$ cat src/rtl/multicycle_control_if.sv
`default_nettype none
// ----------------------------------------------------------------------------
// Module : multicycle_control_if
// Shared instruction/data memory handshake between controller and memory.
// Rev    : 1.0
// ----------------------------------------------------------------------------
interface multicycle_control_if;
  logic mem_read;
  logic mem_write;
  logic iord;
  logic mem_ack;

  modport master (
    output mem_read,
    output mem_write,
    output iord,
    input  mem_ack
  );

  modport slave (
    input  mem_read,
    input  mem_write,
    input  iord,
    output mem_ack
  );
endinterface
`default_nettype wire

$ cat src/rtl/multicycle_control.sv
`default_nettype none
// ----------------------------------------------------------------------------
// Module : multicycle_control
// Multi-cycle FETCH/DECODE/EXEC/MEM/WB control FSM for the 16-bit processor.
// Rev    : 1.0
// ----------------------------------------------------------------------------
module multicycle_control #(
  parameter int OPCODE_W    = 3,
  parameter int MEM_TIMEOUT = 15,
  parameter int CNT_W       = 16
) (
  input  logic                 clk_i,
  input  logic                 rst_ni,
  multicycle_control_if.master mem,
  input  logic [OPCODE_W-1:0]  opcode_i,
  input  logic                 zero_i,
  output logic                 ir_write_o,
  output logic                 pc_write_o,
  output logic [1:0]           alu_op_o,
  output logic                 reg_dst_o,
  output logic                 mem_to_reg_o,
  output logic                 alu_src_o,
  output logic                 jump_o,
  output logic                 branch_o,
  output logic                 reg_write_o,
  output logic                 link_o,
  output logic                 retire_o,
  output logic                 illegal_o,
  output logic                 bus_error_o,
  output logic [CNT_W-1:0]     retired_count_o,
  output logic [2:0]           state_o
);

  typedef enum logic [2:0] {
    S_IDLE   = 3'd0,
    S_FETCH  = 3'd1,
    S_DECODE = 3'd2,
    S_EXEC   = 3'd3,
    S_MEM    = 3'd4,
    S_WB     = 3'd5
  } state_t;

  localparam logic [2:0] OP_ADD  = 3'b000;
  localparam logic [2:0] OP_SLI  = 3'b001;
  localparam logic [2:0] OP_J    = 3'b010;
  localparam logic [2:0] OP_JAL  = 3'b011;
  localparam logic [2:0] OP_LW   = 3'b100;
  localparam logic [2:0] OP_SW   = 3'b101;
  localparam logic [2:0] OP_BEQ  = 3'b110;
  localparam logic [2:0] OP_ADDI = 3'b111;

  localparam logic [1:0] ALU_ADD  = 2'b00;
  localparam logic [1:0] ALU_SUB  = 2'b01;
  localparam logic [1:0] ALU_SHL  = 2'b10;
  localparam logic [1:0] ALU_ADDI = 2'b11;

  localparam int                WAIT_W     = (MEM_TIMEOUT > 0) ? $clog2(MEM_TIMEOUT + 1) : 1;
  localparam logic [WAIT_W-1:0] WAIT_MAX   = WAIT_W'(MEM_TIMEOUT);
  localparam bit                TIMEOUT_EN = (MEM_TIMEOUT > 0);

  state_t              state_q, state_d;
  logic [WAIT_W-1:0]   wait_q, wait_d;
  logic [WAIT_W-1:0]   wait_inc;
  logic [OPCODE_W-1:0] opcode_q, opcode_d;
  logic [CNT_W-1:0]    count_q, count_d;
  logic [2:0]          op_lo;
  logic                op_hi_set;
  logic                timeout;
  logic                mem_read_c;
  logic                mem_write_c;
  logic                iord_c;

  assign op_lo = opcode_q[2:0];

  // Any set bit above the 3-bit opcode makes the instruction illegal.
  generate
    if (OPCODE_W > 3) begin : g_op_hi
      assign op_hi_set = |opcode_q[OPCODE_W-1:3];
    end else begin : g_op_no_hi
      assign op_hi_set = 1'b0;
    end
  endgenerate

  // Saturating so a disabled timeout never wraps into a false limit hit.
  assign wait_inc = (wait_q == WAIT_MAX) ? wait_q : wait_q + WAIT_W'(1);
  assign timeout  = TIMEOUT_EN && (wait_q == WAIT_MAX) && !mem.mem_ack;

  always_comb begin
    state_d      = state_q;
    wait_d       = '0;
    mem_read_c   = 1'b0;
    mem_write_c  = 1'b0;
    iord_c       = 1'b0;
    ir_write_o   = 1'b0;
    pc_write_o   = 1'b0;
    alu_op_o     = ALU_ADD;
    reg_dst_o    = 1'b0;
    mem_to_reg_o = 1'b0;
    alu_src_o    = 1'b0;
    jump_o       = 1'b0;
    branch_o     = 1'b0;
    reg_write_o  = 1'b0;
    link_o       = 1'b0;
    retire_o     = 1'b0;
    illegal_o    = 1'b0;
    bus_error_o  = 1'b0;

    case (state_q)
      S_IDLE: begin
        state_d = S_FETCH;
      end

      S_FETCH: begin
        mem_read_c = 1'b1;
        if (mem.mem_ack) begin
          ir_write_o = 1'b1;
          pc_write_o = 1'b1;
          state_d    = S_DECODE;
        end else if (timeout) begin
          bus_error_o = 1'b1;
          state_d     = S_FETCH;
        end else begin
          wait_d = wait_inc;
        end
      end

      S_DECODE: begin
        if (op_hi_set) begin
          illegal_o = 1'b1;
          state_d   = S_FETCH;
        end else begin
          case (op_lo)
            OP_J: begin
              jump_o     = 1'b1;
              pc_write_o = 1'b1;
              retire_o   = 1'b1;
              state_d    = S_FETCH;
            end
            OP_JAL: begin
              jump_o      = 1'b1;
              pc_write_o  = 1'b1;
              reg_write_o = 1'b1;
              link_o      = 1'b1;
              retire_o    = 1'b1;
              state_d     = S_FETCH;
            end
            default: begin
              state_d = S_EXEC;
            end
          endcase
        end
      end

      S_EXEC: begin
        case (op_lo)
          OP_ADD: begin
            alu_op_o = ALU_ADD;
            state_d  = S_WB;
          end
          OP_SLI: begin
            alu_op_o  = ALU_SHL;
            alu_src_o = 1'b1;
            state_d   = S_WB;
          end
          OP_ADDI: begin
            alu_op_o  = ALU_ADDI;
            alu_src_o = 1'b1;
            state_d   = S_WB;
          end
          OP_LW, OP_SW: begin
            alu_op_o  = ALU_ADDI;
            alu_src_o = 1'b1;
            state_d   = S_MEM;
          end
          OP_BEQ: begin
            alu_op_o   = ALU_SUB;
            branch_o   = 1'b1;
            pc_write_o = zero_i;
            retire_o   = 1'b1;
            state_d    = S_FETCH;
          end
          default: begin
            state_d = S_FETCH;
          end
        endcase
      end

      S_MEM: begin
        iord_c = 1'b1;
        if (op_lo == OP_SW) begin
          mem_write_c = 1'b1;
        end else begin
          mem_read_c = 1'b1;
        end
        if (mem.mem_ack) begin
          if (op_lo == OP_SW) begin
            retire_o = 1'b1;
            state_d  = S_FETCH;
          end else begin
            state_d = S_WB;
          end
        end else if (timeout) begin
          bus_error_o = 1'b1;
          state_d     = S_FETCH;
        end else begin
          wait_d = wait_inc;
        end
      end

      S_WB: begin
        reg_write_o  = 1'b1;
        reg_dst_o    = (op_lo == OP_ADD);
        mem_to_reg_o = (op_lo == OP_LW);
        retire_o     = 1'b1;
        state_d      = S_FETCH;
      end

      default: begin
        state_d = S_IDLE;
      end
    endcase
  end

  assign opcode_d = ir_write_o ? opcode_i : opcode_q;
  assign count_d  = retire_o ? count_q + CNT_W'(1) : count_q;

  always_ff @(posedge clk_i or negedge rst_ni) begin
    if (!rst_ni) begin
      state_q  <= S_IDLE;
      wait_q   <= '0;
      opcode_q <= '0;
      count_q  <= '0;
    end else begin
      state_q  <= state_d;
      wait_q   <= wait_d;
      opcode_q <= opcode_d;
      count_q  <= count_d;
    end
  end

  assign mem.mem_read    = mem_read_c;
  assign mem.mem_write   = mem_write_c;
  assign mem.iord        = iord_c;
  assign retired_count_o = count_q;
  assign state_o         = state_q;

endmodule
`default_nettype wire
$ cat src/flat_wrapper.sv
// flat-port wrapper written by rule: the top's interface ports become plain ports
module multicycle_control_flat 
#(
  parameter int OPCODE_W    = 3,
  parameter int MEM_TIMEOUT = 15,
  parameter int CNT_W       = 16
)
  (clk_i, rst_ni, opcode_i, zero_i, ir_write_o, pc_write_o, alu_op_o, reg_dst_o, mem_to_reg_o, alu_src_o, jump_o, branch_o, reg_write_o, link_o, retire_o, illegal_o, bus_error_o, retired_count_o, state_o, mem_mem_read, mem_mem_write, mem_iord, mem_mem_ack);
  multicycle_control_if mem_i ();
  input  logic clk_i;
  input  logic rst_ni;
  input  logic [OPCODE_W-1:0] opcode_i;
  input  logic zero_i;
  output logic ir_write_o;
  output logic pc_write_o;
  output logic [1:0] alu_op_o;
  output logic reg_dst_o;
  output logic mem_to_reg_o;
  output logic alu_src_o;
  output logic jump_o;
  output logic branch_o;
  output logic reg_write_o;
  output logic link_o;
  output logic retire_o;
  output logic illegal_o;
  output logic bus_error_o;
  output logic [CNT_W-1:0] retired_count_o;
  output logic [2:0] state_o;
  output wire logic [$bits(mem_i.mem_read)-1:0] mem_mem_read;
  output wire logic [$bits(mem_i.mem_write)-1:0] mem_mem_write;
  output wire logic [$bits(mem_i.iord)-1:0] mem_iord;
  input wire logic [$bits(mem_i.mem_ack)-1:0] mem_mem_ack;
  assign mem_mem_read = mem_i.mem_read;
  assign mem_mem_write = mem_i.mem_write;
  assign mem_iord = mem_i.iord;
  assign mem_i.mem_ack = mem_mem_ack;
  multicycle_control #(.OPCODE_W(OPCODE_W), .MEM_TIMEOUT(MEM_TIMEOUT), .CNT_W(CNT_W)) u_core (.clk_i(clk_i), .rst_ni(rst_ni), .mem(mem_i), .opcode_i(opcode_i), .zero_i(zero_i), .ir_write_o(ir_write_o), .pc_write_o(pc_write_o), .alu_op_o(alu_op_o), .reg_dst_o(reg_dst_o), .mem_to_reg_o(mem_to_reg_o), .alu_src_o(alu_src_o), .jump_o(jump_o), .branch_o(branch_o), .reg_write_o(reg_write_o), .link_o(link_o), .retire_o(retire_o), .illegal_o(illegal_o), .bus_error_o(bus_error_o), .retired_count_o(retired_count_o), .state_o(state_o));
endmodule
$ cat config.mk
export PLATFORM = sky130hd
export DESIGN_NAME = multicycle_control_flat
export DESIGN_NICKNAME = d
export VERILOG_FILES = /design/src/rtl/multicycle_control_if.sv /design/src/rtl/multicycle_control.sv /design/src/flat_wrapper.sv
export SDC_FILE = /design/constraint.sdc
export NUM_CORES = 1
export LEC_CHECK = 0
export BUFFER_PORTS_ARGS = -buffer_cell sky130_fd_sc_hd__buf_2
export CORE_MARGIN = 5
export CORE_UTILIZATION = 45
export CTS_CLUSTER_SIZE = 25
export DETAILED_ROUTE_END_ITERATION = 8
export GPL_ROUTABILITY_DRIVEN = 0
export MAX_ROUTING_LAYER = met4
export PLACE_DENSITY = 0.83
export SYNTH_ARGS = -nofsm -noshare
export SYNTH_HDL_FRONTEND = slang
export SYNTH_SLANG_ARGS = --single-unit
$ cat constraint.sdc
create_clock -name clk_i -period 4.65 [get_ports clk_i]
set_input_delay 0.465 -clock clk_i [delete_from_list [all_inputs] [get_ports clk_i]]
set_output_delay 0.465 -clock clk_i [all_outputs]
set_load 0.05 [all_outputs]
==> flow_summary.ini, run 1 <==
[power]
powerDensity_nw_per_um2 = 657
leakagePower_nw = 0.825
ir_drop_mv = 0.473
power_mw = 1.06

[routing]
postRouteWirelength_mm = 3.03
drt_iter0_drc = 70
first_pass_iters = 4
via_count = 1177
drc = 0
wl_per_cell_um = 14.5
drtAntennaViolNets = 0
viasPerCell = 5.63

[yosys]
synth_fp_nets = 146
syn_inst = 137
yosysUniqueCellTypes = 40
netlist_area_um2 = 1390
syn_avg_cell_area_um2 = 10.1
ys_ff_latch = 26
yosys_warnings = 0
yosysSeqAreaShare_pct = 46.8

[final_layout]
fin_cells = 209
seqCellArea_um2 = 651
layout-drive-gt1-share_pct = 33.5
syn_to_final_growth_pct = 16.6
fillCellCount = 273
fin_nets = 186
finish.instance_area_um2 = 1620
utilization_pct = 53.9
antenna_cells = 0
multiInputGateArea_um2 = 667

[clock_tree]
htreeDepth = 1
clk_pin_slew_ps = 140
cts-root-buf = clkbuf_4
hold_buffers = 0
cts_setup_buffers = 0
tritoncts.num_buffers = 3
cts_sinks = 26
cts.path.max_buffers = 2
cts_tree = built
clock_latency_ps = 320
cts_resized = 0

[floorplanning]
fp-row-count = 20
dieWidth_um = 65.6
chipHeight_um = 65.6
initial_utilization_pct = 46.3
core-area_um2 = 3000
die_area_um2 = 4300
io_pins = 43

[placed_design]
pre_cts_ws_ps = 2190
io_buffers = 41
place_area_um2 = 1580
dp_hpwl_mm = 2.22
dp_cells = 205

[timing]
rsz0062_at_grt = no
setup_tns_ps = 0
finalMaxSlewViolations = 0
hold_violations = 0
worst_pin_slew_ps = 790
period_share_pct = 62.7
fin_skew_ps = 5.42
setup_violations = 0
whs_ps = 121
clock.fmax_mhz = 343
relSlewSlack_pct = 46.9
period_minus_slack_ps = 2910
setup_ws_ps = 1740

[global_route]
grt_max_degree = 27
overflow = 0
antenna_found_initial = 0
grt_pass1_vias = 1085
grtUsageTotal_pct = 15.6
grt_pass1_wl_mm = 5.15

[critical_path]
worstPathArrival_ps = 2450
crit_type = reg -> out
crit_fanout = 17
r2r-start = u_core.op_lo[2]
endpoint_kind = output pin
start_kind = register
crit_required_ps = 4180
cp-startpoint = u_core.op_lo[2]

[flow_run]
drv_cap = 0

[run_status]
status = finished clean

[hold_path]
hp-class = in -> async
==> Yosys cell counts, drive strengths merged <==
master / count / area share [%]
dfrtp: 26 / 47
xnor2: 15 / 9.5
nor2: 14 / 3.8
nand2: 11 / 3.0
nand3: 8 / 2.9
nand4: 6 / 2.7
and3: 5 / 2.3
inv: 5 / 1.4
buf: 4 / 3.2
mux2: 4 / 3.2
nor3: 4 / 1.4
and4: 3 / 2.1
nor2b: 3 / 1.9
a21oi: 2 / 0.72
clkbuf: 2 / 0.63
ha: 2 / 1.8
nand2b: 2 / 2.0
nand3b: 2 / 1.1
nor4: 2 / 0.90
o21ai: 2 / 0.72
or2: 2 / 0.90
xor2: 2 / 1.3
a211o: 1 / 0.72
a21boi: 1 / 0.54
a21o: 1 / 0.63
a221oi: 1 / 0.63
a31oi: 1 / 0.45
and2: 1 / 0.54
conb: 1 / 0.27
nor3b: 1 / 0.54
nor4b: 1 / 0.63
o22ai: 1 / 0.45
or4: 1 / 0.54
==> routing by layer <==
| metal | global-route usage [%] | part of all wire (%) |
|---|---|---|
| met1 | 21.4 | 45 |
| met2 | 22.9 | 44 |
| met3 | 5.30 | 11 |
| met4 | 2.33 | 0.79 |
| met5 | - | 0 |
==> power by group <==
part	switching, mW	total [mW]	internal, mW	leakage [nW]
clock	0.0666	0.114	0.0479	0.0210
sequential	0.0908	0.369	0.279	0.343
combinational	0.416	0.579	0.163	0.461
==> worst paths after layout <==
path | to | slack, ps | cells after the start
setup / recovery | retire_o | 1740 | 4
hold / removal | u_core.retired_count_o[6] | 120 | 1
setup reg to reg | u_core.retired_count_o[1] | 2400 | 4
hold reg to reg | u_core.wait_q[0] | 480 | 1
max in group asynchronous | u_core.retired_count_o[10] | 4150 | 1
min in group clk_i | u_core.op_lo[0] | 360 | 2
==> kinds of logic after synthesis <==
logic type | synth area share (%)
and+or+nand+nor | 27.1
other | 0.270
buffers and inverters | 5.13
xor gates and xnor gates | 10.7
DFF | 46.8
AOI/OAI and AO/OA | 4.87
muxes | 3.24
adders and majority gates | 1.80
==> placed cells by master (no fill, tap or decap), types with 2 or more instances in the layout <==
cell and instances:
buf_2 41, dfrtp_1 26, xnor2_1 15, nor2_1 14, nand2_1 11, nand3_1 8
nand4_1 6, and3_1 5, inv_1 4, nor3_1 4, mux2_2 4, clkbuf_4 3
nand2b_4 2, nor2b_1 2, nand3b_1 2, o21ai_0 2, a21oi_1 2, or2_2 2
nor4_1 2, xor2_1 2, and4_1 2, ha_1 2
==> worst max-delay path, cell delays in order (launching register included) <==
cell	delay, ps
dfrtp_1	460
nand2b_4	180
nor4b_1	560
or4_1	570
buf_2	360
==> flip-flops by register name, indices dropped and copies added, names as in the netlist <==
signal	flops
u_core.wait_q	4
u_core.state_o	3
u_core.retired_count_o	16
u_core.op_lo	3
==> layout make-up <==
type | count | share of cell area (%)
Multi-Input combinational cell | 100 | 41.2
Sequential cell | 26 | 40.2
Timing Repair Buffer | 41 | 12.7
Tap cell | 33 | 2.55
Clock buffer | 4 | 2.24
Inverter | 5 | 1.16
Power figures use the tool's default switching activity.
==> run 2: changes to the inputs <==
--- a/config.mk
+++ b/config.mk
@@ -5,6 +5,7 @@
 export SDC_FILE = /design/constraint.sdc
 export NUM_CORES = 1
 export LEC_CHECK = 0
+export ABC_AREA = 1
 export BUFFER_PORTS_ARGS = -buffer_cell sky130_fd_sc_hd__buf_2
 export CORE_MARGIN = 5
 export CORE_UTILIZATION = 45
@@ -12,7 +13,7 @@
 export DETAILED_ROUTE_END_ITERATION = 8
 export GPL_ROUTABILITY_DRIVEN = 0
 export MAX_ROUTING_LAYER = met4
-export PLACE_DENSITY = 0.83
+export PLACE_DENSITY = 0.84
 export SYNTH_ARGS = -nofsm -noshare
 export SYNTH_HDL_FRONTEND = slang
 export SYNTH_SLANG_ARGS = --single-unit
==> constraint.sdc (replaced) <==
create_clock -name clk_i -period 2.42 [get_ports clk_i]
set_input_delay 0.242 -clock clk_i [delete_from_list [all_inputs] [get_ports clk_i]]
set_output_delay 0.242 -clock clk_i [all_outputs]
set_load 0.05 [all_outputs]
==> run 2 against run 1 <==
Compared with the run above: total power is 89% higher; largest power group unchanged; non-clock buffer count is 2 higher; area after synthesis is 16% higher; global-route usage is 2.4 points higher; final area is 19% higher; highest routed layer unchanged; routed wire length is 35% higher; synthesized cell count is 68% higher; register-to-register slack worse by 1600 ps; clock power grew to 2.7 times the previous value; sequential cell count stayed put; clock skew is 2.0 ps lower.
==> flow_summary.ini, run 2 <==
[power]
powerDensity_nw_per_um2 = 1040
seq_power_share_pct = 31.5
intPower_mw = 0.923
p_sw_share_pct = 54.0
p_sw_mw = 1.08
comb_power_share_pct = 53.2
ir_drop_mv = 0.900
leakagePower_nw = 1.06
pwr-share-clk_pct = 15.3

[routing]
wl_per_cell_um = 12.8
viasPerCell = 5.13
postRouteWirelength_mm = 4.08
drtAntennaViolNets = 0
first_pass_iters = 4
drc = 0
drt_iter0_drc = 224
via_count = 1635

[critical_path]
crit_type = reg -> out
crit_required_ps = 2180
cp_slowest_cell = dfrtp_1
crit_fanout = 17
endpoint_kind = output pin
max_stage_delay_ps = 460
cp.buffers_inverters = 2
start_kind = register
worstPathArrival_ps = 1980
crit_chain = inv_1 -> nand3_1 -> nor2_2 -> nor2_4 -> nand2_4 -> buf_2
crit_family = simple AND/OR/NAND/NOR gates

[yosys]
synth_top_cell_area_share_pct = 40.2
yosysSeqAreaShare_pct = 40.2
synth.top_cells.by_count = 79 x nand2_1, 28 x nand3_1, 28 x nor2_1
syn_inst = 230
ys_top_cells_by_area = dfrtp_1 40%, nand2_1 18%, nand3_1 8.7%
synth_edf_count = 0
yosysUniqueCellTypes = 26
synthArstFlopShare_pct = 100
yosysMostFrequentCell = nand2_1
yosys_warnings = 0
syn_avg_cell_area_um2 = 7.03
netlist_area_um2 = 1620
synth_fp_nets = 239
yosys.area.top_type = dfrtp_1
synth_ff_type = dfrtp_1
ys_ff_latch = 26

[clock_tree]
htreeDepth = 1
cts_tree = built
clk_pin_slew_ps = 150
cts.path.max_buffers = 2
hold_buffers = 1
cts_resized = 0
tritoncts.num_buffers = 3
cts_sinks = 26
clock_latency_ps = 330
cts-root-buf = clkbuf_4
cts_setup_buffers = 0

[timing]
relSlewSlack_pct = 61.3
hold_violations = 0
setup_violations = 0
period_share_pct = 91.7
fin_skew_ps = 3.46
finalMaxSlewViolations = 0
clock.fmax_mhz = 451
rsz0062_at_grt = no
period_minus_slack_ps = 2220
worst_pin_slew_ps = 581

[global_route]
antenna_found_initial = 0
grt_max_degree = 27
grtUsageTotal_pct = 18.0
grt_pass1_vias = 1539
grt_pass1_wl_mm = 7.10
overflow = 0

[floorplanning]
dieWidth_um = 70.0
chipHeight_um = 70.0
initial_utilization_pct = 47.4
fp-row-count = 21
io_pins = 43
core-area_um2 = 3420
die_area_um2 = 4890

[placed_design]
place_area_um2 = 1860
io_buffers = 41
dp_cells = 314
dp_hpwl_mm = 2.95

[final_layout]
syn_to_final_growth_pct = 18.9
final_common_cell = nand2_1
layout-drive-gt1-share_pct = 21.2
antenna_cells = 0
finish.instance_area_um2 = 1920
largest_reg_flops = 16
fin_cells = 319
layout_common_cells = 79 x nand2_1, 41 x buf_2, 28 x nand3_1, 28 x nor2_1, 26 x dfrtp_1
fin_nets = 283

[flow_run]
drv_cap = 0

[hold_path]
hp-class = in -> reg

[run_status]
status = finished clean
-- run 2: changes by cell type after synthesis, sizes merged, moves of 4 or more --
cell   delta
nand2    +69
nand3    +21
inv      +18
nor2     +18
xnor2    -12
o21ai    +10
and3      -5
mux2      -4
nor3      -4
-- run 2: power groups by stage --
stage                     clock network (mW)  logic, mW  registers [mW]
after global placement                     0       1.04           0.626
after detailed placement                   0       1.04           0.634
after CTS                              0.311       1.07           0.628
after global routing                   0.336       1.15           0.647
after floorplan                            0      0.670           0.787
final                                  0.307       1.07           0.631
-- run 2: cells by family (layout without fill, tap and decap cells) --
group                      Yosys count  after routing  synth area share (%)
xor gates and xnor gates             8              8                  4.33
other                                1              1                 0.232
AOI/OAI and AO/OA                   18             18                  6.81
DFF                                 26             26                  40.2
buffers and inverters               27             70                  7.42
adders and majority gates            2              2                  1.55
and+or+nand+nor                    148            148                  39.4
-- run 2: worst paths after layout --
check / from / to / slack, ps / cells past startpoint
setup / recovery: u_core.state_o[2] / retire_o / 200 / 6
setup reg to reg: u_core.state_o[2] / u_core.retired_count_o[14] / 790 / 7
hold / removal: opcode_i[0] / u_core.op_lo[0] / 100 / 3
max in group asynchronous: rst_ni / u_core.retired_count_o[7] / 1620 / 2
hold reg to reg: u_core.wait_q[0] / u_core.wait_q[0] / 490 / 1
min in group asynchronous: rst_ni / u_core.wait_q[2] / 420 / 2
-- run 2: area by class of cell --
cell class	count	area (µm²)
clock buffer	3	22.5
clock inverter	1	30.0
fill	334	1490
inverter	23	86.3
multi-input combinational	177	853
sequential	26	651
tap	46	57.6
timing repair buffer	43	223
-- run 2: stage by stage --
stage          setup WS [ps]  total power [mW]  setup TNS, ps  hold slack [ps]  utilization (%)
2_1_floorplan           -120              1.46           -177            -53.6                -
3_3_place_gp             717              1.66              0              269             54.5
3_5_place_dp             645              1.68              0              276             54.5
4_1_cts                  225              2.00              0              102             56.3
5_1_grt                 49.2              2.13              0              102             56.3
6_report                 201              2.01              0              104             56.3
-- run 2: tightest hold or removal path, cell delays in order --
cell,delay (ps)
buf_2,70
nand2_1,40
o21ai_0,60
-- run 2: per-layer routing --
layer / GRT usage [%] / routed length (µm) / vias to the layer above
li1: - / - / 817
met1: 22.8 / 1800 / 746
met2: 28.9 / 1930 / 66
met3: 4.45 / 292 / 6
met4: 4.47 / 60 / 0
met5: - / 0 / -
==> run 3: changes to the inputs <==
--- a/config.mk
+++ b/config.mk
@@ -6,14 +6,14 @@
 export NUM_CORES = 1
 export LEC_CHECK = 0
 export ABC_AREA = 1
-export BUFFER_PORTS_ARGS = -buffer_cell sky130_fd_sc_hd__buf_2
 export CORE_MARGIN = 5
 export CORE_UTILIZATION = 45
 export CTS_CLUSTER_SIZE = 25
 export DETAILED_ROUTE_END_ITERATION = 8
+export DONT_BUFFER_PORTS = 1
 export GPL_ROUTABILITY_DRIVEN = 0
 export MAX_ROUTING_LAYER = met4
-export PLACE_DENSITY = 0.84
+export PLACE_DENSITY = 0.73
 export SYNTH_ARGS = -nofsm -noshare
 export SYNTH_HDL_FRONTEND = slang
 export SYNTH_SLANG_ARGS = --single-unit
==> run 3 against run 2 <==
Compared with the run above: worst setup slack better by 270 ps; first-iteration DRC count shrank 64%; clock skew fell by 1.2 ps; sequential cell count is the same; global-route usage fell by 1.1 points; total power fell by 3.6%; non-clock buffer count is 15 lower; sequential power decreased by 3.3%; final area is essentially flat; critical endpoint unchanged; largest cell class unchanged.
==> flow_summary.ini, run 3 (same netlist as run 2, synthesis figures left out) <==
[critical_path]
crit_type = reg -> out
worstPathArrival_ps = 1700
crit_fanout = 17
r2r-start = u_core.retired_count_o[4]
endpoint_kind = output pin
crit_chain = inv_1 -> nand3_1 -> nor2_2 -> nor2_4 -> nand2_4
start_kind = register
cp.buffers_inverters = 1
cp-startpoint = u_core.state_o[2]
cp_slowest_cell = dfrtp_1
crit_family = simple AND/OR/NAND/NOR gates
crit_required_ps = 2180
max_stage_delay_ps = 440

[final_layout]
fin_nets = 268
layout-drive-gt1-share_pct = 16.7
largest_reg_flops = 16
final_common_cell = nand2_1
seqCellArea_um2 = 651
fillCellCount = 337
finish.instance_area_um2 = 1920
syn_to_final_growth_pct = 18.8
antenna_cells = 0
multiInputGateArea_um2 = 853
layout_common_cells = 79 x nand2_1, 28 x nand3_1, 28 x nor2_1

[routing]
wl_per_cell_um = 12.4
drtAntennaViolNets = 0
via_count = 1492
drc = 0
postRouteWirelength_mm = 3.77
viasPerCell = 4.91
first_pass_iters = 4
drt_iter0_drc = 80

[power]
leakagePower_nw = 0.987
ir_drop_mv = 0.671
powerDensity_nw_per_um2 = 1010

[timing]
rsz0062_at_grt = no
worst_pin_slew_ps = 631
setup_ws_ps = 475
fin_skew_ps = 2.29
period_share_pct = 80.4
finalMaxSlewViolations = 0
setup_tns_ps = 0
relSlewSlack_pct = 57.9
period_minus_slack_ps = 1940
whs_ps = 36.2
clock.fmax_mhz = 514
setup_violations = 0
hold_violations = 0

[global_route]
grt_max_degree = 27
grt_pass1_wl_mm = 6.70
grt_pass1_vias = 1486
antenna_found_initial = 0
grtUsageTotal_pct = 16.8
overflow = 0

[clock_tree]
cts_resized = 0
tritoncts.num_buffers = 3
htreeDepth = 1
clock_latency_ps = 320
clk_pin_slew_ps = 140
cts_tree = built
cts-root-buf = clkbuf_4
cts_sinks = 26
cts.path.max_buffers = 2

[floorplanning]
chipHeight_um = 70.0
fp-row-count = 21
core-area_um2 = 3420
io_pins = 43
die_area_um2 = 4890
initial_utilization_pct = 47.4
dieWidth_um = 70.0

[placed_design]
io_buffers = 0
pre_cts_ws_ps = 702
dp_hpwl_mm = 2.95
place_area_um2 = 1860

[hold_path]
hp-start = opcode_i[0]
hp-class = in -> reg

[flow_run]
drv_cap = 0

[run_status]
status = finished clean
-- run 3: cell types whose count changed in the layout (fill, tap and decap cells not counted) --
| cell | change |
|---|---|
| buf_12 | +2 |
| buf_2 | -41 |
| buf_4 | +24 |
| bufinv_16 | -1 |
| clkbuf_8 | +1 |
-- run 3: path summary, 6_finish.rpt --
path / end / slack, ps / depth (start not counted)
min in group asynchronous: u_core.retired_count_o[12] / 330 / 2
worst max-delay path: retire_o / 480 / 5
worst min register to register: u_core.wait_q[0] / 470 / 1
max in group asynchronous: u_core.op_lo[2] / 1940 / 2
worst min-delay path: u_core.op_lo[0] / 40 / 2
worst max register to register: u_core.retired_count_o[15] / 660 / 7
-- run 3: through the flow --
stage / util [%] / power, mW / std cells
detailed placement: 54.3 / 1.72 / 298
finish: 56.3 / 1.93 / 304
global placement: 54.3 / 1.70 / 298
global route: 56.3 / 2.09 / 304
floorplan: - / 1.46 / 230
CTS: 56.3 / 1.96 / 304
-- run 3: final cells by class --
cell class                      count  share of cell area (%)
Clock buffer                        4                    1.89
Inverter                           23                    4.49
Multi-Input combinational cell    177                    44.4
Sequential cell                    26                    33.9
Tap cell                           46                    2.99
Timing Repair Buffer               28                    12.4
-- run 3: metal layers --
metal	wire length [µm]	share of wire, %	global-route usage, %	vias up
met5	0	0	-	-
met1	1640	44	20.5	665
met3	303	8.0	5.31	2
met4	24	0.64	5.74	0
met2	1790	48	26.4	40
li1	-	-	-	785
-- run 3: what timing repair did --
action,4_1_cts,5_1_grt
hold endpoints to repair,26,0
setup endpoints to repair,0,0
buffers inserted,0,0
hold buffers,2,0
-- run 3: where the power goes --
group	internal [mW]	leakage [nW]	switching [mW]
clock	0.0919	0.0210	0.128
sequential	0.521	0.350	0.0891
combinational	0.282	0.616	0.822
-- run 3: worst reg2reg max path, delay by kind of cell, from the launching register on --
family | cells | cell delay (ps)
AOI/OAI and AO/OA | 1 | 180
and+or+nand+nor | 6 | 740
DFF | 1 | 740
